**src/rtl/decode_scoreboard_pkg.sv**
```systemverilog
// Shared core definitions for the decode-stage register scoreboard:
// register index types, scoreboard FSM states and a one-hot decode helper.
package rv_core_pkg;

   localparam int REG_IDX_W = 5;
   localparam int NUM_REGS  = 32;

   typedef logic [REG_IDX_W-1:0] reg_idx_t;

   typedef enum logic [1:0] {
      SB_RUN   = 2'd0,
      SB_DRAIN = 2'd1,
      SB_DONE  = 2'd2
   } sb_state_t;

   // x0 is never tracked, so its bit is always masked off
   function automatic logic [NUM_REGS-1:0] reg_onehot(input reg_idx_t idx, input logic en);
      logic [NUM_REGS-1:0] vec;
      vec = '0;
      if (en && (idx != '0)) begin
         vec[idx] = 1'b1;
      end else begin
         vec = '0;
      end
      return vec;
   endfunction

endpackage

```
**src/rtl/decode_scoreboard_counter_bank.sv**
```systemverilog
// Per-register pending-write counters: one increment source, summed retire/cancel
// decrements, saturation at zero on underflow with a sticky error flag.
module sb_counter_bank
   import rv_core_pkg::*;
#(
   parameter int CNT_W      = 2,
   parameter int NUM_CANCEL = 2
) (
   input  logic                            clk,
   input  logic                            rst,
   input  logic                            inc_en_i,
   input  logic [REG_IDX_W-1:0]            inc_rd_i,
   input  logic                            wb_valid_i,
   input  logic [REG_IDX_W-1:0]            wb_rd_i,
   input  logic [NUM_CANCEL-1:0]           cancel_valid_i,
   input  logic [REG_IDX_W*NUM_CANCEL-1:0] cancel_rd_i,
   output logic [NUM_REGS*CNT_W-1:0]       cnt_flat_o,
   output logic [NUM_REGS-1:0]             zero_vec_o,
   output logic                            all_zero_nxt_o,
   output logic                            uflow_err_o
);

   localparam int DEC_W = $clog2(NUM_CANCEL + 2);
   localparam int SUM_W = ((CNT_W > DEC_W) ? CNT_W : DEC_W) + 1;

   logic [CNT_W-1:0]    cnt_q   [NUM_REGS];
   logic [CNT_W-1:0]    cnt_d   [NUM_REGS];
   logic [SUM_W-1:0]    dec_sum [NUM_REGS];
   logic [SUM_W-1:0]    tot_sum [NUM_REGS];
   logic [NUM_REGS-1:0] inc_vec;
   logic [NUM_REGS-1:0] wb_vec;
   logic [NUM_REGS-1:0] uflow_vec;
   logic                err_q;
   logic                err_d;
   logic                all_zero_d;

   // Sum every same-cycle event per register and saturate the result at zero
   always_comb begin
      inc_vec    = reg_onehot(inc_rd_i, inc_en_i);
      wb_vec     = reg_onehot(wb_rd_i, wb_valid_i);
      uflow_vec  = '0;
      all_zero_d = 1'b1;
      for (int r = 0; r < NUM_REGS; r++) begin
         dec_sum[r] = SUM_W'(wb_vec[r]);
         tot_sum[r] = SUM_W'(cnt_q[r]) + SUM_W'(inc_vec[r]);
         for (int c = 0; c < NUM_CANCEL; c++) begin
            dec_sum[r] = dec_sum[r] +
                         SUM_W'(cancel_valid_i[c] &&
                                (cancel_rd_i[REG_IDX_W*c +: REG_IDX_W] == REG_IDX_W'(r)));
         end
         if (r == 0) begin
            cnt_d[r] = '0;
         end else if (dec_sum[r] > tot_sum[r]) begin
            cnt_d[r]     = '0;
            uflow_vec[r] = 1'b1;
         end else begin
            cnt_d[r] = CNT_W'(tot_sum[r] - dec_sum[r]);
         end
         all_zero_d = all_zero_d & (cnt_d[r] == '0);
      end
      err_d = err_q | (|uflow_vec);
   end

   // Counter and sticky error state
   always_ff @(posedge clk or posedge rst) begin
      if (rst) begin
         cnt_q <= '{default: '0};
         err_q <= 1'b0;
      end else begin
         cnt_q <= cnt_d;
         err_q <= err_d;
      end
   end

   // Flatten the counter array and derive the per-register zero flags
   always_comb begin
      cnt_flat_o = '0;
      zero_vec_o = '0;
      for (int r = 0; r < NUM_REGS; r++) begin
         cnt_flat_o[r*CNT_W +: CNT_W] = cnt_q[r];
         zero_vec_o[r]                = (cnt_q[r] == '0);
      end
   end

   assign all_zero_nxt_o = all_zero_d;
   assign uflow_err_o    = err_q;

endmodule

```
**src/rtl/decode_scoreboard.sv**
```systemverilog
// Decode-stage register scoreboard: RAW / WAW-saturation hazard detection,
// issue gating and the drain handshake used by fences, CSR ops and traps.
module decode_scoreboard
   import rv_core_pkg::*;
#(
   parameter int CNT_W      = 2,
   parameter int NUM_CANCEL = 2,
   parameter int WB_BYPASS  = 1
) (
   input  logic                            clk,
   input  logic                            rst,
   input  logic                            mstall_n,
   input  logic                            dec_valid,
   input  logic [REG_IDX_W-1:0]            dec_rs1,
   input  logic [REG_IDX_W-1:0]            dec_rs2,
   input  logic                            dec_use_rs1,
   input  logic                            dec_use_rs2,
   input  logic [REG_IDX_W-1:0]            dec_rd,
   input  logic                            dec_we,
   output logic                            dec_ready,
   input  logic                            wb_valid,
   input  logic [REG_IDX_W-1:0]            wb_rd,
   input  logic [NUM_CANCEL-1:0]           cancel_valid,
   input  logic [REG_IDX_W*NUM_CANCEL-1:0] cancel_rd,
   input  logic                            drain_req,
   output logic                            drain_done,
   output logic [NUM_REGS-1:0]             busy_vec,
   output logic                            sb_err
);

   localparam logic [CNT_W-1:0] CNT_MAX = '1;
   localparam logic [CNT_W-1:0] CNT_ONE = CNT_W'(1);

   sb_state_t            state_q;
   sb_state_t            state_d;
   logic [NUM_REGS*CNT_W-1:0] cnt_flat_s;
   logic [CNT_W-1:0]     cnt_s [NUM_REGS];
   logic [NUM_REGS-1:0]  zero_vec_s;
   logic                 all_zero_nxt_s;
   logic                 uflow_err_s;
   logic                 wb_clr1_s;
   logic                 wb_clr2_s;
   logic                 raw1_s;
   logic                 raw2_s;
   logic                 rd_kill_s;
   logic                 waw_sat_s;
   logic                 ready_s;
   logic                 issue_s;

   sb_counter_bank #(
      .CNT_W      (CNT_W),
      .NUM_CANCEL (NUM_CANCEL)
   ) u_bank (
      .clk            (clk),
      .rst            (rst),
      .inc_en_i       (issue_s),
      .inc_rd_i       (dec_rd),
      .wb_valid_i     (wb_valid),
      .wb_rd_i        (wb_rd),
      .cancel_valid_i (cancel_valid),
      .cancel_rd_i    (cancel_rd),
      .cnt_flat_o     (cnt_flat_s),
      .zero_vec_o     (zero_vec_s),
      .all_zero_nxt_o (all_zero_nxt_s),
      .uflow_err_o    (uflow_err_s)
   );

   // Unpack counters for indexed lookup by source/destination register
   always_comb begin
      for (int r = 0; r < NUM_REGS; r++) begin
         cnt_s[r] = cnt_flat_s[r*CNT_W +: CNT_W];
      end
   end

   // Hazard detection; a writeback retiring the last pending write clears RAW early
   always_comb begin
      wb_clr1_s = (WB_BYPASS != 0) && wb_valid && (wb_rd == dec_rs1) && (cnt_s[dec_rs1] == CNT_ONE);
      wb_clr2_s = (WB_BYPASS != 0) && wb_valid && (wb_rd == dec_rs2) && (cnt_s[dec_rs2] == CNT_ONE);
      raw1_s    = dec_use_rs1 && (dec_rs1 != 5'd0) && !zero_vec_s[dec_rs1] && !wb_clr1_s;
      raw2_s    = dec_use_rs2 && (dec_rs2 != 5'd0) && !zero_vec_s[dec_rs2] && !wb_clr2_s;
      rd_kill_s = wb_valid && (wb_rd == dec_rd);
      for (int c = 0; c < NUM_CANCEL; c++) begin
         rd_kill_s = rd_kill_s |
                     (cancel_valid[c] && (cancel_rd[REG_IDX_W*c +: REG_IDX_W] == dec_rd));
      end
      waw_sat_s = dec_we && (dec_rd != 5'd0) && (cnt_s[dec_rd] == CNT_MAX) && !rd_kill_s;
      ready_s   = mstall_n && (state_q == SB_RUN) && !drain_req && !raw1_s && !raw2_s && !waw_sat_s;
      issue_s   = dec_valid && ready_s && dec_we;
   end

   // FSM state register
   always_ff @(posedge clk or posedge rst) begin
      if (rst) begin
         state_q <= SB_RUN;
      end else begin
         state_q <= state_d;
      end
   end

   // Drain sequencing: DONE only once the post-update counters are all zero
   always_comb begin
      state_d = state_q;
      case (state_q)
         SB_RUN: begin
            if (drain_req) begin
               state_d = SB_DRAIN;
            end else begin
               state_d = SB_RUN;
            end
         end
         SB_DRAIN: begin
            if (!drain_req) begin
               state_d = SB_RUN;
            end else if (all_zero_nxt_s) begin
               state_d = SB_DONE;
            end else begin
               state_d = SB_DRAIN;
            end
         end
         SB_DONE: begin
            if (!drain_req) begin
               state_d = SB_RUN;
            end else begin
               state_d = SB_DONE;
            end
         end
         default: begin
            state_d = SB_RUN;
         end
      endcase
   end

   assign dec_ready  = ready_s;
   assign drain_done = (state_q == SB_DONE);
   assign busy_vec   = ~zero_vec_s & {{(NUM_REGS-1){1'b1}}, 1'b0};
   assign sb_err     = uflow_err_s;

endmodule

```
**config.mk**
```make
export PLATFORM = sky130hd
export DESIGN_NAME = decode_scoreboard
export DESIGN_NICKNAME = d
export VERILOG_FILES = /design/src/rtl/decode_scoreboard_pkg.sv /design/src/rtl/decode_scoreboard_counter_bank.sv /design/src/rtl/decode_scoreboard.sv
export SDC_FILE = /design/constraint.sdc
export NUM_CORES = 1
export LEC_CHECK = 0
export CAP_MARGIN = 30
export CELL_PAD_IN_SITES_DETAIL_PLACEMENT = 0
export CELL_PAD_IN_SITES_GLOBAL_PLACEMENT = 2
export CORE_MARGIN = 3
export CORE_UTILIZATION = 34
export CTS_BUF_LIST = sky130_fd_sc_hd__clkbuf_8
export DETAILED_ROUTE_END_ITERATION = 10
export PLACE_DENSITY_LB_ADDON = 0.1
export SYNTH_ARGS = -nofsm -noshare
export SYNTH_HDL_FRONTEND = slang
export SYNTH_SLANG_ARGS = --single-unit
export TNS_END_PERCENT = 1
```
**constraint.sdc**
```tcl
create_clock -name clk -period 4.1 [get_ports clk]
set_clock_uncertainty 0.2 [all_clocks]
set_input_delay 0.41 -clock clk [delete_from_list [all_inputs] [get_ports clk]]
set_output_delay 0.41 -clock clk [all_outputs]
set_load 0.05 [all_outputs]
```
==> results of run 1 <==
[worst min path at each step]
stage	start	endpoint	slack [ps]	cells after the start
2_1_floorplan	state_q[1]$_DFF_PP0_	state_q[1]$_DFF_PP0_	320	2
3_3_place_gp	state_q[1]$_DFF_PP0_	state_q[1]$_DFF_PP0_	370	2
3_5_place_dp	state_q[1]$_DFF_PP0_	state_q[1]$_DFF_PP0_	380	2
4_1_cts	rst	u_bank.cnt_flat_o[19]$_DFF_PP0_	380	2
5_1_grt	rst	u_bank.cnt_flat_o[19]$_DFF_PP0_	420	2
6_report	rst	u_bank.cnt_flat_o[19]$_DFF_PP0_	350	2
[per-stage QoR]
| step | total power [uW] | instance area [um^2] | TNS [ps] | instances |
|---|---|---|---|---|
| detailed placement | 5850 | 14000 | -61940 | 2022 |
| floorplan | 3310 | 9920 | -731 | 1213 |
| global placement | 5820 | 14000 | -62810 | 2022 |
| finish | 7400 | 16000 | -4150 | 2070 |
| CTS | 6860 | 15100 | -3010 | 2057 |
| global route | 7790 | 16000 | -9530 | 2070 |
[registers in the layout, indices dropped and copies added (netlist names)]
register and flops:
u_bank.cnt_flat_o 62, state_q 2, u_bank.uflow_err_o 1
[placed cells by master, fill, tap and decap left out, types with 8 or more instances in the layout]
cell type	synthesis	layout
fa_1	31	31
a21oi_2	0	30
clkdlybuf4s50_1	0	62
xor2_1	45	39
inv_2	2	15
nand4_1	12	12
mux4_2	14	14
nor3_1	31	30
a22oi_1	11	8
ha_4	0	23
a21oi_4	0	16
ha_1	155	115
buf_4	4	411
nor2_2	0	12
ha_2	0	17
mux2i_1	27	27
nor4_4	0	29
a21oi_1	67	21
buf_12	0	12
or2_4	0	9
nand2b_1	49	44
nand2_1	65	62
nor2_1	157	142
nor3b_1	14	13
nor2b_1	11	8
nand3b_1	13	13
inv_1	162	148
nor4_2	2	10
dlygate4sd2_1	0	10
buf_6	5	17
clkbuf_8	0	9
o22ai_1	21	14
nand3_1	26	24
xnor2_1	9	9
nor4_1	47	10
dfrtp_1	65	61
[area by class of cell]
| type | count | area [um^2] |
|---|---|---|
| sequential | 65 | 1630 |
| fill | 2615 | 12000 |
| timing repair buffer | 515 | 4280 |
| multi-input combinational | 932 | 8810 |
| inverter | 164 | 618 |
| clock buffer | 9 | 124 |
| clock inverter | 7 | 80.1 |
| tap | 378 | 473 |
[kinds of logic (layout without fill, tap and decap cells)]
group | Yosys count | count (layout) | share of synthesized area (%)
compound gates | 172 | 172 | 11.7
flops | 65 | 65 | 16.7
fa+ha+maj | 186 | 186 | 26.3
other cells | 1 | 1 | 0.0385
buf+inv | 216 | 695 | 9.12
mux | 42 | 42 | 6.13
xor+xnor | 54 | 54 | 4.86
simple gates | 477 | 477 | 25.2
[power by group]
group          internal (uW)  leakage (uW)  switching (uW)  total [uW]
Sequential               800      0.000868             206        1010
Combinational           2750       0.00634            3050        5800
Clock                    286     0.0000960             310         596
[routing by layer]
layer	global-route usage (%)	share of wire, %	vias up
li1	-	-	5160
met1	40.2	45	5228
met2	46.9	46	365
met3	3.67	5.3	76
met4	10.0	3.9	0
met5	0	0	-
[what timing repair did]
item / 4_1_cts / 5_1_grt
pin swaps: 31 / 80
setup endpoints to repair: 66 / 59
gates cloned: 1 / 0
gates resized for setup: 139 / 142
setup buffers: 18 / 15
hold buffers: 0 / 0
==> metrics.md, run 1 <==
| Metric | Value |
|---|---|
| Status | `finished, violations left` |
| Violated checks | `negative setup slack` |
| Post-synthesis sequential area ratio | `between 15 and 20%` |
| CP arrival | `between 5000 and 6000 ps` |
| Count leader, synth | `inv_1` |
| CORE AREA | `approximately 0.028 mm^2` |
| Dominant register cell in the synthesized netlist | `dfrtp_1` |
| Reg-to-Reg End | `state_q[0]$_DFF_PP0_` |
| Largest net degree at the start of global routing | `37` |
| Critical Path Stages | `22` |
| Drt pass-1 iters | `7` |
| Synth async-reset ratio | `100%` |
| Drt wl/cell | `22.1 um` |
| P_leak | `between 0.007 and 0.008 uW` |
| H-tree depth | `3` |
| Part of the cycle the worst path needs | `124%` |
| Share of layout cells above drive strength 1 | `approximately 42%` |
| Port Buffer Count | `74` |
| Final setup viols | `30` |
| Hold WC Path Type | `in -> async` |
| R2r setup slk | `-970 ps` |
| Critical Path End | `state_q[0]$_DFF_PP0_` |
| Post-Syn Instances | `1213` |
| Cells along the critical path | `buf_6, buf_4, mux4_2, nand2_2, o21ai_4, nor4_4, nand3_2, buf_12, buf_12, buf_8, nor4_4, ha_2, ha_4, inv_4, ha_4, nand2b_4, a21oi_4, o22ai_2, nor4_2, nand4_1, or3_4, o21ba_4` |
| Synth unique cells | `73` |
| Top cells by count, synth | `inv_1, nor2_1, ha_1, a21oi_1` |
| Final critical-path required period | `about 5100 ps` |
| # diodes | `0` |
| Worst skew pair latency | `370 ps` |
| Final hold violation count | `0` |
| Crit path kind | `reg -> reg` |
| Top-area cell type share of the netlist area | `~20%` |
| Critical path fanouts, max | `7` |
| Core Util, Final | `a little under three fifths` |
| Worst-Margin Slew | `roughly 910 ps` |
| Area Overhead vs Synth | `64.5%` |
| Initial antenna violation count | `0` |
| Buf+Inv Stages, Crit Path | `6` |
| Slowest cell on the critical path | `dfrtp_1` |
| Mean Syn Cell Area | `around 8 um^2` |
| Setup slack after placement | `-2100 ps` |
| Syn_nets | `1440` |
| HPWL after DPL | `38500 um` |
| Clk pin slew, worst setup/hold paths | `90 ps` |
| Vias per cell | `around 5.2` |
| Setup crit start | `u_bank.cnt_flat_o[9]$_DFF_PP0_` |
| Total global-route track usage | `slightly below 30%` |
| Final worst slack | `-968 ps` |
| Reg2Reg Launch Point | `u_bank.cnt_flat_o[9]$_DFF_PP0_` |
| CP delay by family, top | `simple AND/OR/NAND/NOR gates` |
| Yosys reg bits | `65` |
| RSZ-0062 raised after global routing | `yes` |
| Row cnt | `approximately 60` |
| Yosys Warn Count | `0` |
| Vias in the first global route | `around 11k` |
| Clock Sinks | `65` |
| Num ports | `76` |
| Cell Area, Synth | `just under 0.01 mm^2` |
| CTS buffer count | `9` |
| Antenna-violating nets left | `0` |
| Iteration-0 DRC count of the detailed router | `roughly 800` |
| # DRC | `0` |
| Final GP Congestion | `about 0.94` |
| Die area | `slightly above 0.03 mm^2` |
| Die Span X | `between 150 and 200 um` |
| Clk root buf | `clkbuf_8` |
| Max rail drop VDD | `approximately 0.00018 V` |
| Worst relative slew slack | `between 30 and 40%` |
| Worst R2R Path Depth | `22` |
| WP data required | `between 4000 and 5000 ps` |
| Max-Cap Viols | `0` |
| Ranking of synthesized cells by area | `ha_1, dfrtp_1, fa_1` |
| WL final | `45700 um` |
| Initial Util | `about a third` |
| Final nets | `1914` |
| CP Capture Type | `flop` |
| Synth area leader | `ha_1` |
| CTS tree | `yes` |
| Remaining Overflow, GRT | `0` |
| Die height | `between 150 and 200 um` |
| Hold Slack | `between 300 and 400 ps` |
| Pins Over Slew Limit | `0` |
| Number of vias in the routed layout | `approximately 11k` |
| Global-route wire length before repair | `66100 um` |
| Post-synth EDFFs | `0` |
| Crit-path max cell delay | `between 400 and 500 ps` |
| Pwr dens | `around 460 mW/mm^2` |
| CP Launch Type | `flop` |
| Max Clock Freq | `0.197 GHz` |
| Clk buf depth | `2` |
Power figures use the tool's default switching activity.
==> inputs of run 2 (changes only) <==
PLACE_DENSITY = 0.92   (was not set)
PLACE_DENSITY_LB_ADDON = not set   (was 0.1)
==> metrics.md, run 2 (synthesis gave the netlist of run 1 again) <==
| Metric | Value |
|---|---|
| Violated checks | `negative setup slack (unchanged)` |
| HPWL after DPL | `35000 um (was 38500 um)` |
| R2r setup slk | `-980 ps (was -970 ps)` |
| Die Span X | `175 um (unchanged)` |
| Hold Slack | `371 ps (was 347 ps)` |
| Final setup viols | `26 (was 30)` |
| Final GP Congestion | `1.01 (was 0.937)` |
| Post-route setup TNS | `-4730 ps (was -4150 ps)` |
| Final hold violation count | `0 (unchanged)` |
| Initial antenna violation count | `0 (unchanged)` |
| RSZ-0062 raised after global routing | `yes (unchanged)` |
| Worst-Margin Slew | `947 ps (was 910 ps)` |
| Max Clock Freq | `0.197 GHz (about the same)` |
| Final critical-path required period | `5080 ps (was 5070 ps)` |
| # hold bufs at CTS | `0 (unchanged)` |
| # DRC | `0 (unchanged)` |
| Num ports | `76 (unchanged)` |
| Number of vias in the routed layout | `11.1k (was 10.8k)` |
| CTS buffer count | `9 (unchanged)` |
| Largest net degree at the start of global routing | `39 (was 37)` |
| Vias in the first global route | `11.2k (was 10.7k)` |
| CTS tree | `yes (unchanged)` |
| Pins Over Slew Limit | `0 (unchanged)` |
| Worst relative slew slack | `36.9% (was 39.2%)` |
| Share of layout cells above drive strength 1 | `37.9% (was 42.1%)` |
| Fillers | `2507 (was 2615)` |
| Vias per cell | `5.42 (was 5.23)` |
| Final nets | `1887 (was 1914)` |
| CP Capture Type | `flop (unchanged)` |
| H-tree depth | `3 (unchanged)` |
| Final worst slack | `-980 ps (was -968 ps)` |
| Worst skew pair latency | `370 ps (about the same)` |
| Total power | `7050 uW (was 7400 uW)` |
| Iteration-0 DRC count of the detailed router | `1004 (was 802)` |
| # diodes | `0 (unchanged)` |
| Clock Sinks | `65 (unchanged)` |
| Total global-route track usage | `27.5% (was 29.1%)` |
| Most frequent cells in the layout | `buf_4, inv_1, nor2_1 (unchanged)` |
| Die area | `0.0307 mm^2 (unchanged)` |
| Die height | `175 um (unchanged)` |
| Core Util, Final | `54.8% (was 57.2%)` |
| WP data required | `4170 ps (about the same)` |
| Drt wl/cell | `21.1 um (was 22.1 um)` |
| CP arrival | `5150 ps (was 5140 ps)` |
| Part of the cycle the worst path needs | `124% (about the same)` |
| Port Buffer Count | `74 (unchanged)` |
| Global-route wire length before repair | `64300 um (was 66100 um)` |
| Clk root buf | `clkbuf_8 (unchanged)` |
| Crit path kind | `reg -> reg (unchanged)` |
| Remaining Overflow, GRT | `0 (unchanged)` |
| Critical path fanouts, max | `4 (was 7)` |
| Clk buf depth | `2 (unchanged)` |
| Antenna-violating nets left | `0 (unchanged)` |
| Most common cell after layout, fill and taps aside | `buf_4 (unchanged)` |
| Drt pass-1 iters | `5 (was 7)` |
| Multi-input logic area | `0.00837 mm^2 (was 0.00881 mm^2)` |
| Max-Cap Viols | `0 (unchanged)` |
| Hold WC Path Type | `in -> async (unchanged)` |
| Sequential cell area | `0.00163 mm^2 (about the same)` |
| Initial Util | `34.8% (unchanged)` |
| Area Overhead vs Synth | `57.8% (was 64.5%)` |
| Row cnt | `61 (unchanged)` |
| CP Launch Type | `flop (unchanged)` |
| CORE AREA | `0.0280 mm^2 (unchanged)` |
| Number of flip-flops in the largest register | `62 (unchanged)` |
| WL final | `43100 um (was 45700 um)` |
| Status | `finished, violations left (unchanged)` |
| P_leak | `0.00713 uW (was 0.00730 uW)` |
| Pwr dens | `459 mW/mm^2 (was 462 mW/mm^2)` |
| Clk pin slew, worst setup/hold paths | `90 ps (about the same)` |
| Max rail drop VDD | `0.000209 V (was 0.000183 V)` |
-- run 2: cell types whose count changed in the layout (fill, tap and decap cells not counted), moves of 10 or more --
cell	before	now
buf_4	411	391
ha_1	115	133
ha_4	23	13
nor4_2	10	23
nor4_4	29	16
-- run 2: metrics by stage --
stage | setup slack [ps] | instances | cell area, um^2
2_1_floorplan | -371 | 1213 | 9920
3_3_place_gp | -2170 | 2001 | 13900
3_5_place_dp | -2080 | 2001 | 13900
4_1_cts | -879 | 2040 | 15000
5_1_grt | -1130 | 2043 | 15400
6_report | -980 | 2043 | 15400
-- run 2: cell type report --
class,count,share of cell area (%)
Multi-Input combinational cell,932,54.5
Timing Repair Buffer,488,26.6
Sequential cell,65,10.6
Inverter,164,4.03
Tap cell,378,3.08
Clock buffer,9,0.806
Clock inverter,7,0.472
-- run 2: per-layer routing --
layer / global-route usage [%] / wire, um / up-vias / share of wire, %
met5: 0 / 0 / - / 0
met4: 12.1 / 2350 / 0 / 5.4
met3: 4.11 / 3190 / 133 / 7.4
met2: 45.1 / 19400 / 579 / 45
met1: 35.9 / 18100 / 5248 / 42
li1: - / - / 5109 / -
-- run 2: power breakdown --
group	total [uW]	leakage (uW)	internal [uW]	switching, uW
clock network	579	0.0000889	280	299
logic	5480	0.00617	2580	2900
registers	996	0.000871	800	196
-- run 2: final timing paths --
| kind | startpoint | end | depth (start not counted) |
|---|---|---|---|
| max in group asynchronous | rst | u_bank.cnt_flat_o[35]$_DFF_PP0_ | 3 |
| min in group clk | state_q[1]$_DFF_PP0_ | state_q[1]$_DFF_PP0_ | 2 |
| setup reg to reg | u_bank.cnt_flat_o[13]$_DFF_PP0_ | state_q[0]$_DFF_PP0_ | 20 |
| hold reg to reg | state_q[1]$_DFF_PP0_ | state_q[1]$_DFF_PP0_ | 2 |
| hold / removal | rst | state_q[0]$_DFF_PP0_ | 2 |
| setup / recovery | u_bank.cnt_flat_o[13]$_DFF_PP0_ | state_q[0]$_DFF_PP0_ | 20 |
-- run 2: timing repair --
| item | CTS | global route |
|---|---|---|
| hold endpoints to repair | 0 | 0 |
| cloned | 2 | 0 |
| endpoints found under the setup margin | 65 | 65 |
| gates resized for setup | 138 | 52 |
| pin swaps | 48 | 32 |
| setup buffers | 21 | 3 |
-- run 2: worst max-delay path, stage by stage, from the launching register on --
cell and delay (ps):
dfrtp_2 470, buf_4 170, buf_4 140, mux4_2 430, mux2i_1 180, nor3b_1 80, nor3_2 300, o32ai_4 190
buf_4 200, buf_4 140, nor4_2 280, ha_1 220, ha_1 230, inv_1 90, ha_4 220, a211oi_2 280
a211oi_4 110, nor4_4 260, nand4_1 130, or3_4 420, o21ba_4 220
